`config.mk`:
```
export PLATFORM = sky130hd
export DESIGN_NAME = pipeline_adder_collector
export DESIGN_NICKNAME = d
export VERILOG_FILES = /design/src/rtl/pipeline_adder_collector.sv
export SDC_FILE = /design/constraint.sdc
export NUM_CORES = 1
export LEC_CHECK = 0
export CELL_PAD_IN_SITES_DETAIL_PLACEMENT = 1
export CELL_PAD_IN_SITES_GLOBAL_PLACEMENT = 1
export CORE_UTILIZATION = 45
export CTS_CLUSTER_DIAMETER = 100
export DETAILED_ROUTE_END_ITERATION = 8
export GPL_TIMING_DRIVEN = 0
export PLACE_DENSITY_LB_ADDON = 0.1
export SLEW_MARGIN = 10
export SYNTH_ARGS = -nofsm -noshare
export SYNTH_HDL_FRONTEND = slang
export SYNTH_SLANG_ARGS = --single-unit
export TNS_END_PERCENT = 1
```
`constraint.sdc`:
```
create_clock -name clk -period 7.8 [get_ports clk]
set_input_delay 0.78 -clock clk [delete_from_list [all_inputs] [get_ports clk]]
set_output_delay 0.78 -clock clk [all_outputs]
set_load 0.05 [all_outputs]
```
`src/rtl/pipeline_adder_collector.sv`:
```
// rtl/pipeline_adder_collector.sv - credit-tracked collector for a pipelined adder, FWFT result FIFO
// Tracks issued operations through the adder latency and buffers sum/cout in issue order.
module pipeline_adder_collector #(
   parameter int WIDTH   = 64,
   parameter int LATENCY = 2,
   parameter int DEPTH   = 4
) (
   input  logic                       clk,
   input  logic                       rst,
   input  logic                       in_valid,
   output logic                       in_ready,
   input  logic [WIDTH-1:0]           sum_in,
   input  logic                       cout_in,
   output logic                       out_valid,
   input  logic                       out_ready,
   output logic [WIDTH-1:0]           out_sum,
   output logic                       out_cout,
   output logic [$clog2(DEPTH):0]     count,
   output logic                       ovf_err
);

   localparam int PW = $clog2(DEPTH);
   localparam int CW = PW + 1;

   logic [LATENCY-1:0] r_vpipe;
   logic [CW-1:0]      r_credits;
   logic [CW-1:0]      r_count;
   logic [PW-1:0]      r_wptr;
   logic [PW-1:0]      r_rptr;
   logic [WIDTH:0]     r_mem [DEPTH];
   logic               r_ovf;

   logic               w_issue;
   logic               w_pop;
   logic               w_wr;
   logic               w_full;
   logic               w_wr_ok;
   logic [WIDTH:0]     w_head;

   assign w_issue = in_valid & in_ready;
   assign w_pop   = out_valid & out_ready;
   assign w_wr    = r_vpipe[LATENCY-1];
   assign w_full  = (r_count == CW'(DEPTH));
   assign w_wr_ok = w_wr & (~w_full | w_pop);
   assign w_head  = r_mem[r_rptr];

   // in_ready depends only on registered credits, never on in_valid/out_ready
   assign in_ready  = (r_credits != '0);
   assign out_valid = (r_count != '0);
   assign out_sum   = out_valid ? w_head[WIDTH-1:0] : '0;
   assign out_cout  = out_valid ? w_head[WIDTH] : 1'b0;
   assign count     = r_count;
   assign ovf_err   = r_ovf;

   always_ff @(posedge clk) begin
      if (rst) begin
         r_vpipe <= '0;
      end else begin
         r_vpipe[0] <= w_issue;
         for (int i = 1; i < LATENCY; i++) begin
            r_vpipe[i] <= r_vpipe[i-1];
         end
      end
   end

   always_ff @(posedge clk) begin
      if (rst) begin
         r_credits <= CW'(DEPTH);
      end else begin
         case ({w_issue, w_pop})
            2'b10:   r_credits <= r_credits - CW'(1);
            2'b01:   r_credits <= r_credits + CW'(1);
            default: r_credits <= r_credits;
         endcase
      end
   end

   always_ff @(posedge clk) begin
      if (rst) begin
         r_wptr  <= '0;
         r_rptr  <= '0;
         r_count <= '0;
         r_ovf   <= 1'b0;
      end else begin
         if (w_wr_ok) begin
            r_wptr <= r_wptr + PW'(1);
         end
         if (w_pop) begin
            r_rptr <= r_rptr + PW'(1);
         end
         case ({w_wr_ok, w_pop})
            2'b10:   r_count <= r_count + CW'(1);
            2'b01:   r_count <= r_count - CW'(1);
            default: r_count <= r_count;
         endcase
         if (w_wr & ~w_wr_ok) begin
            r_ovf <= 1'b1;
         end
      end
   end

   // Storage is not reset; the head is masked to zero while empty
   always_ff @(posedge clk) begin
      if (w_wr_ok) begin
         r_mem[r_wptr] <= {cout_in, sum_in};
      end
   end

endmodule

```
==> results of run 1 <==
==> final timing paths <==
| kind | to | slack, ns | cells past startpoint |
|---|---|---|---|
| setup / recovery | out_sum[39] | 4.14 | 6 |
| hold / removal | r_vpipe[1]$_SDFF_PP0_ | 0.47 | 1 |
| setup reg to reg | r_credits[2]$_SDFFE_PP1P_ | 5.31 | 9 |
| hold reg to reg | r_vpipe[1]$_SDFF_PP0_ | 0.47 | 1 |
==> metal layers <==
metal / track usage / part of all wire / wire length, um / vias to the layer above
li1: - / - / - / 2368
met1: 0.249 / 0.42 / 9230 / 2727
met2: 0.319 / 0.51 / 11000 / 135
met3: 0.0403 / 0.049 / 1060 / 33
met4: 0.0434 / 0.019 / 413 / 2
met5: 0 / 0.00055 / 12 / -
==> logic make-up after synthesis <==
logic type                 share of synthesized area
adders and majority gates                    0.00965
muxes                                          0.139
DFF                                            0.763
and+or+nand+nor                               0.0544
xor gates and xnor gates                     0.00494
buffers and inverters                         0.0192
AOI/OAI and AO/OA                             0.0102
==> registers in the layout (all words and copies together) (netlist names), named ones only <==
name,count
count,3
ovf_err,1
r_credits,3
r_mem,260
r_rptr,2
r_vpipe,2
r_wptr,2
==> layout make-up <==
| class | count | area, sq um | area share |
|---|---|---|---|
| inverters | 8 | 30.0 | 0.00221 |
| repair buffers | 143 | 1470 | 0.108 |
| multi-input cells | 192 | 2340 | 0.172 |
| clock inverters | 21 | 282 | 0.0207 |
| plain buffers | 28 | 174 | 0.0128 |
| flip-flops and latches | 275 | 8110 | 0.597 |
| clock buffers | 35 | 791 | 0.0582 |
| well taps | 313 | 392 | 0.0288 |
==> worst reg2reg max path, delay by kind of cell, from the launching register on <==
kind            cells  cell delay (ns)
fa+ha+maj           2             0.58
buf+inv             3             0.51
simple gates        1             0.45
flops               1             0.37
compound gates      2             0.29
xor+xnor            1             0.17
==> report_power, final <==
group	total, W	internal (W)	switching [W]
Combinational	0.000263	0.000115	0.000148
Sequential	0.00165	0.00164	0.00000996
Clock	0.00151	0.000955	0.000559
==> metrics by stage <==
step                instances  cell area (sq um)  hold slack, ns  total power, W
finish                   1015              13600           0.466         0.00343
global route             1015              13600           0.467         0.00353
CTS                      1015              13600           0.460         0.00347
detailed placement        959              12500           0.453         0.00195
global placement          955              12400           0.418         0.00194
floorplan                 503              10600           0.414         0.00184
==> cell usage after synthesis <==
library cell / n / area (sq um)
a31oi_1: 1 / 6.26
o311ai_0: 1 / 8.76
nand3b_1: 1 / 7.51
nor2_1: 9 / 33.8
and3_1: 4 / 25.0
edfxtp_1: 260 / 7810
xor2_1: 5 / 43.8
nor3_1: 1 / 5.00
and2_1: 65 / 407
o31ai_1: 1 / 7.51
a21oi_1: 5 / 25.0
ha_1: 5 / 62.6
nand3_1: 4 / 20.0
xnor2_1: 1 / 8.76
buf_2: 9 / 45.0
or3_1: 3 / 18.8
nand2b_1: 1 / 6.26
inv_1: 8 / 30.0
dfxtp_1: 15 / 300
nor4b_1: 1 / 8.76
fa_1: 2 / 40.0
clkbuf_2: 4 / 20.0
clkbuf_1: 8 / 30.0
or4b_4: 1 / 13.8
mux2i_1: 1 / 10.0
o211ai_1: 2 / 15.0
mux4_2: 65 / 1460
o21ba_2: 1 / 10.0
or3b_2: 1 / 8.76
nand2_1: 3 / 11.3
o21bai_1: 1 / 7.51
o2111ai_1: 1 / 8.76
or2_2: 1 / 6.26
buf_6: 7 / 78.8
o21ai_0: 4 / 20.0
nor2b_1: 1 / 6.26
==> cell usage in the layout (no fill, tap or decap), types with 8 or more instances in the layout <==
cell	netlist	routed
edfxtp_1	260	260
clkbuf_1	8	12
mux4_2	65	65
dfxtp_1	15	15
nor2_1	9	9
buf_2	9	9
clkbuf_16	0	31
clkdlybuf4s50_1	0	139
and2_1	65	65
inv_1	8	8
==> metrics, run 1 <==
crit path from count[1]$_SDFFE_PP0P_; H-tree depth 1; ANT cells 0; Seq/Total Area, Yosys 0.763; Via Count 5265; Max Clock Skew 0.0136 ns; Hold Crit Start r_vpipe[0]$_SDFF_PP0_; FILL cells 1984; final count of negative-setup-slack endpoints 0; Skew-Pair Late Insertion Delay 0.54 ns; GR Overflow Total 0; f_max 0.274 GHz; DR iter-0 viols 332; WP data arrival 2.88 ns; PwrDens 252 nW/um^2; Initial Util 0.464; Mapped Cells 503; worst setup margin 4.14 ns; # port buffers 139; critical-path cell list buf_2, or3_1, buf_2, clkbuf_2, and2_1, clkdlybuf4s50_1; TritonCTS clock tree done; global-route wire length before repair 33.9 mm; Slew HR 0.575; Slowest cell on crit path clkdlybuf4s50_1; Synth cell types 36; row count 55; Ports 140; Net Count, Synth 579; DR DRC count 0; setup TNS 0 ns; CTS Hold Bufs 0; Final Hold Viols 0; Synth Area per Inst 21.1 sq um; final cycle utilization of the critical path 0.469; Leak 4.37 nW; yosys warns 0; Finished Core Util 0.593; vias in the first global route 5846; fin. max-slew vios 0; Clock Root Buffer clkbuf_16; crit path max fanout 10; number of antenna violations at the first check in global routing 1; Tmin final 3.66 ns; CTS clock-pin slew for the worst setup and hold paths 0.06 ns; cell mode on critical path buf_2; ratio of cells with drive above 1 in the final layout 0.204; outcome complete, no violations; critical path type register to primary output; required time of the worst setup path 7.02 ns; Post-Route WL 21.8 mm; Setup Slack @ Placement 4.26 ns; max-capacitance violation count 0; GR Util All Layers 0.188; CP delay by family, top buffers and inverters; WP buf/inv 4; CTS Buffer Depth 3; CORE AREA 22900 sq um; Setup crit end kind primary output; Wirelength per Cell 21.4 um; Min-Delay Path Class register to register; RSZ-0062 raised after global routing no; ANT nets after route 0; Pre-antenna DRT Iters 7; Synth Register Bits 275; largest net degree at the start of global routing 34; Num CTS Buffers 30; Net count, final 754; RR Startpoint count[0]$_SDFFE_PP0P_; Area growth, synth to finish 27.8%; worst-case vdd ir drop 209 uV; Die Ht 156 um; vias per cell 5.19; Synth Cell Area 10600 sq um; Critical Path Max Stage Delay 0.81 ns; CTS Sinks 275; GP Congestion 0.753; Worst Max-Slew Pin Slew 0.638 ns; post_cts resized 0; Setup Buffers After CTS 0; die span in x 156 um; CP Launch Type register; post-DP HPWL 13.4 mm; Die Area 24200 sq um
Power figures use the tool's default switching activity.
==> inputs of run 2 (changes only) <==
CORE_UTILIZATION = 43   (was 45)
clock period = 3.1 ns   (was 7.8 ns; I/O delays follow)
==> metrics, run 2 (same netlist as run 1, synthesis figures left out) <==
outcome complete, no violations (unchanged); H-tree depth 1 (unchanged); GP Congestion 0.742 (was 0.753); f_max 0.339 GHz; Initial Util 0.438 (was 0.464); required time of the worst setup path 2.79 ns (was 7.02 ns); DR iter-0 viols 250 (was 332); ratio of cells with drive above 1 in the final layout 0.200 (was 0.204); number of antenna violations at the first check in global routing 1 (unchanged); die span in x 159 um (was 156 um); GR Overflow Total 0 (unchanged); TritonCTS clock tree done (unchanged); CTS Sinks 275 (unchanged); Setup crit end kind primary output (unchanged); FILL cells 2180 (was 1984); Finished Core Util 0.553 (was 0.593); Top reg by flops r_mem (unchanged); Max Clock Skew 0.0163 ns (was 0.0136 ns); switching part of the total 0.218 (was 0.209); RSZ-0062 raised after global routing no (unchanged); Worst Max-Slew Pin Slew 0.668 ns (was 0.638 ns); global-route wire length before repair 32.8 mm (was 33.9 mm); area taken by multi-input logic gates 2340 sq um (unchanged); Post-Route WL 21.1 mm (was 21.8 mm); fin. max-slew vios 0 (unchanged); met3 Use GR 0.0365 (was 0.0403); Min-Delay Path Class primary input to register (was register to register); CP Launch Type register (unchanged); post-DP HPWL 12.9 mm (was 13.4 mm); Ports 140 (unchanged); ANT cells 0 (unchanged); most frequent cells in the layout edfxtp_1, clkdlybuf4s50_1, mux4_2, and2_1, dlygate4sd2_1 (was edfxtp_1, clkdlybuf4s50_1, mux4_2, and2_1, clkbuf_16); Via Count 5203 (was 5265); Clk pwr share 0.403 (was 0.441); CTS Buffer Depth 3 (unchanged); commonest non-fill, non-tap cell in the layout edfxtp_1 (unchanged); row count 57 (was 55); Tot Pwr 0.00804 W (was 0.00343 W); Num CTS Buffers 29 (was 30); DR DRC count 0 (unchanged); vias in the first global route 5858 (was 5846); Int Pwr 0.00628 W (was 0.00271 W); WP data arrival 2.64 ns (was 2.88 ns); CORE AREA 24200 sq um (was 22900 sq um); # port buffers 139 (unchanged); vias per cell 5.08 (was 5.19); largest net degree at the start of global routing 34 (unchanged); Final Hold Viols 0 (unchanged); Net count, final 753 (was 754); Area growth, synth to finish 26.1% (was 27.8%); crit path max fanout 10 (unchanged); final count of negative-setup-slack endpoints 0 (unchanged); Skew-Pair Late Insertion Delay 0.54 ns (about the same); GR Util All Layers 0.170 (was 0.188); FF/Latch Area 8110 sq um (unchanged); R2R Setup Slk 0.55 ns (was 5.31 ns); met1 Use GR 0.209 (was 0.249); Reg power frac 0.517 (was 0.482); worst-case vdd ir drop 592 uV (was 209 uV); max FFs per register 260 (unchanged); Pre-antenna DRT Iters 4 (was 7); Clock Root Buffer clkbuf_16 (unchanged); Tmin final 2.95 ns; max-capacitance violation count 0 (unchanged); CTS clock-pin slew for the worst setup and hold paths 0.06 ns (about the same); ANT nets after route 0 (unchanged); Wirelength per Cell 20.6 um (was 21.4 um); critical path type register to primary output (unchanged); logic gate share of total power 0.079 (was 0.077); PwrDens 599 nW/um^2 (was 252 nW/um^2); met2 GRT Util 0.307 (was 0.319); Leak 4.67 nW (was 4.37 nW); Die Ht 159 um (was 156 um); Net Switching 0.00175 W (was 0.000716 W); Die Area 25300 sq um (was 24200 sq um); final cycle utilization of the critical path 0.953; setup TNS 0 ns (unchanged); Most Used Layer, Global Route met2 (unchanged); Slew HR 0.555 (was 0.575)
-- run 2: cell count changes in the layout (fill, tap and decap cells not counted), moves of 2 or more --
cell             before  now
dlymetal6s2s_1        0   11
clkbuf_2              4    6
clkdlybuf4s15_1       0    2
bufinv_16             7    2
clkdlybuf4s50_1     139   87
clkinv_1              6    8
clkbuf_16            31   29
dlygate4sd2_1         0   39
-- run 2: power groups by stage --
stage | Sequential [W] | Clock (W) | Combinational, W
after floorplan | 0.00423 | 0 | 0.000381
after global placement | 0.00423 | 0 | 0.000640
after detailed placement | 0.00424 | 0 | 0.000663
after CTS | 0.00416 | 0.00332 | 0.000650
after global routing | 0.00416 | 0.00346 | 0.000682
final | 0.00416 | 0.00324 | 0.000638
-- run 2: layer usage --
layer	vias up	part of all wire
met4	0	0.012
li1	2365	-
met3	23	0.052
met1	2694	0.42
met5	-	0
met2	121	0.52
-- run 2: stage by stage --
step	hold slack (ns)	area [sq um]	std cells	worst slack, ns
after global routing	0.347	13400	1024	0.00180
after floorplan	0.379	10600	503	-0.0406
after CTS	0.325	13400	1024	0.00311
final	0.342	13400	1024	0.146
after global placement	0.423	12400	966	-1.30
after detailed placement	0.436	12500	970	0.0649
-- run 2: cell type report --
type	instances	area share
Tap cell	324	0.0302
Multi-Input combinational cell	192	0.174
Sequential cell	275	0.605
Clock inverter	20	0.0114
Inverter	8	0.00224
Buffer	28	0.0133
Timing Repair Buffer	143	0.108
Clock buffer	34	0.0555
-- run 2: what timing repair did --
item                       CTS  global route
setup endpoints to repair   50            21
resized for setup           42            16
buffers inserted             0             0
hold buffers                 0             0
hold endpoints to repair     0             0
-- run 2: path summary, 6_finish.rpt --
kind / start / endpoint / cells after the start
hold / removal: in_valid / r_vpipe[0]$_SDFF_PP0_ / 3
setup / recovery: register / out_sum[12] / 4
hold reg to reg: r_vpipe[0]$_SDFF_PP0_ / r_vpipe[1]$_SDFF_PP0_ / 1
setup reg to reg: count[0]$_SDFFE_PP0P_ / r_credits[2]$_SDFFE_PP1P_ / 9
-- run 2: critical path, stage by stage (launching register included) --
cell             delay (ns)
dfxtp_1                0.32
clkbuf_1               0.51
mux4_2                 0.40
and2_1                 0.18
clkdlybuf4s50_1        0.70
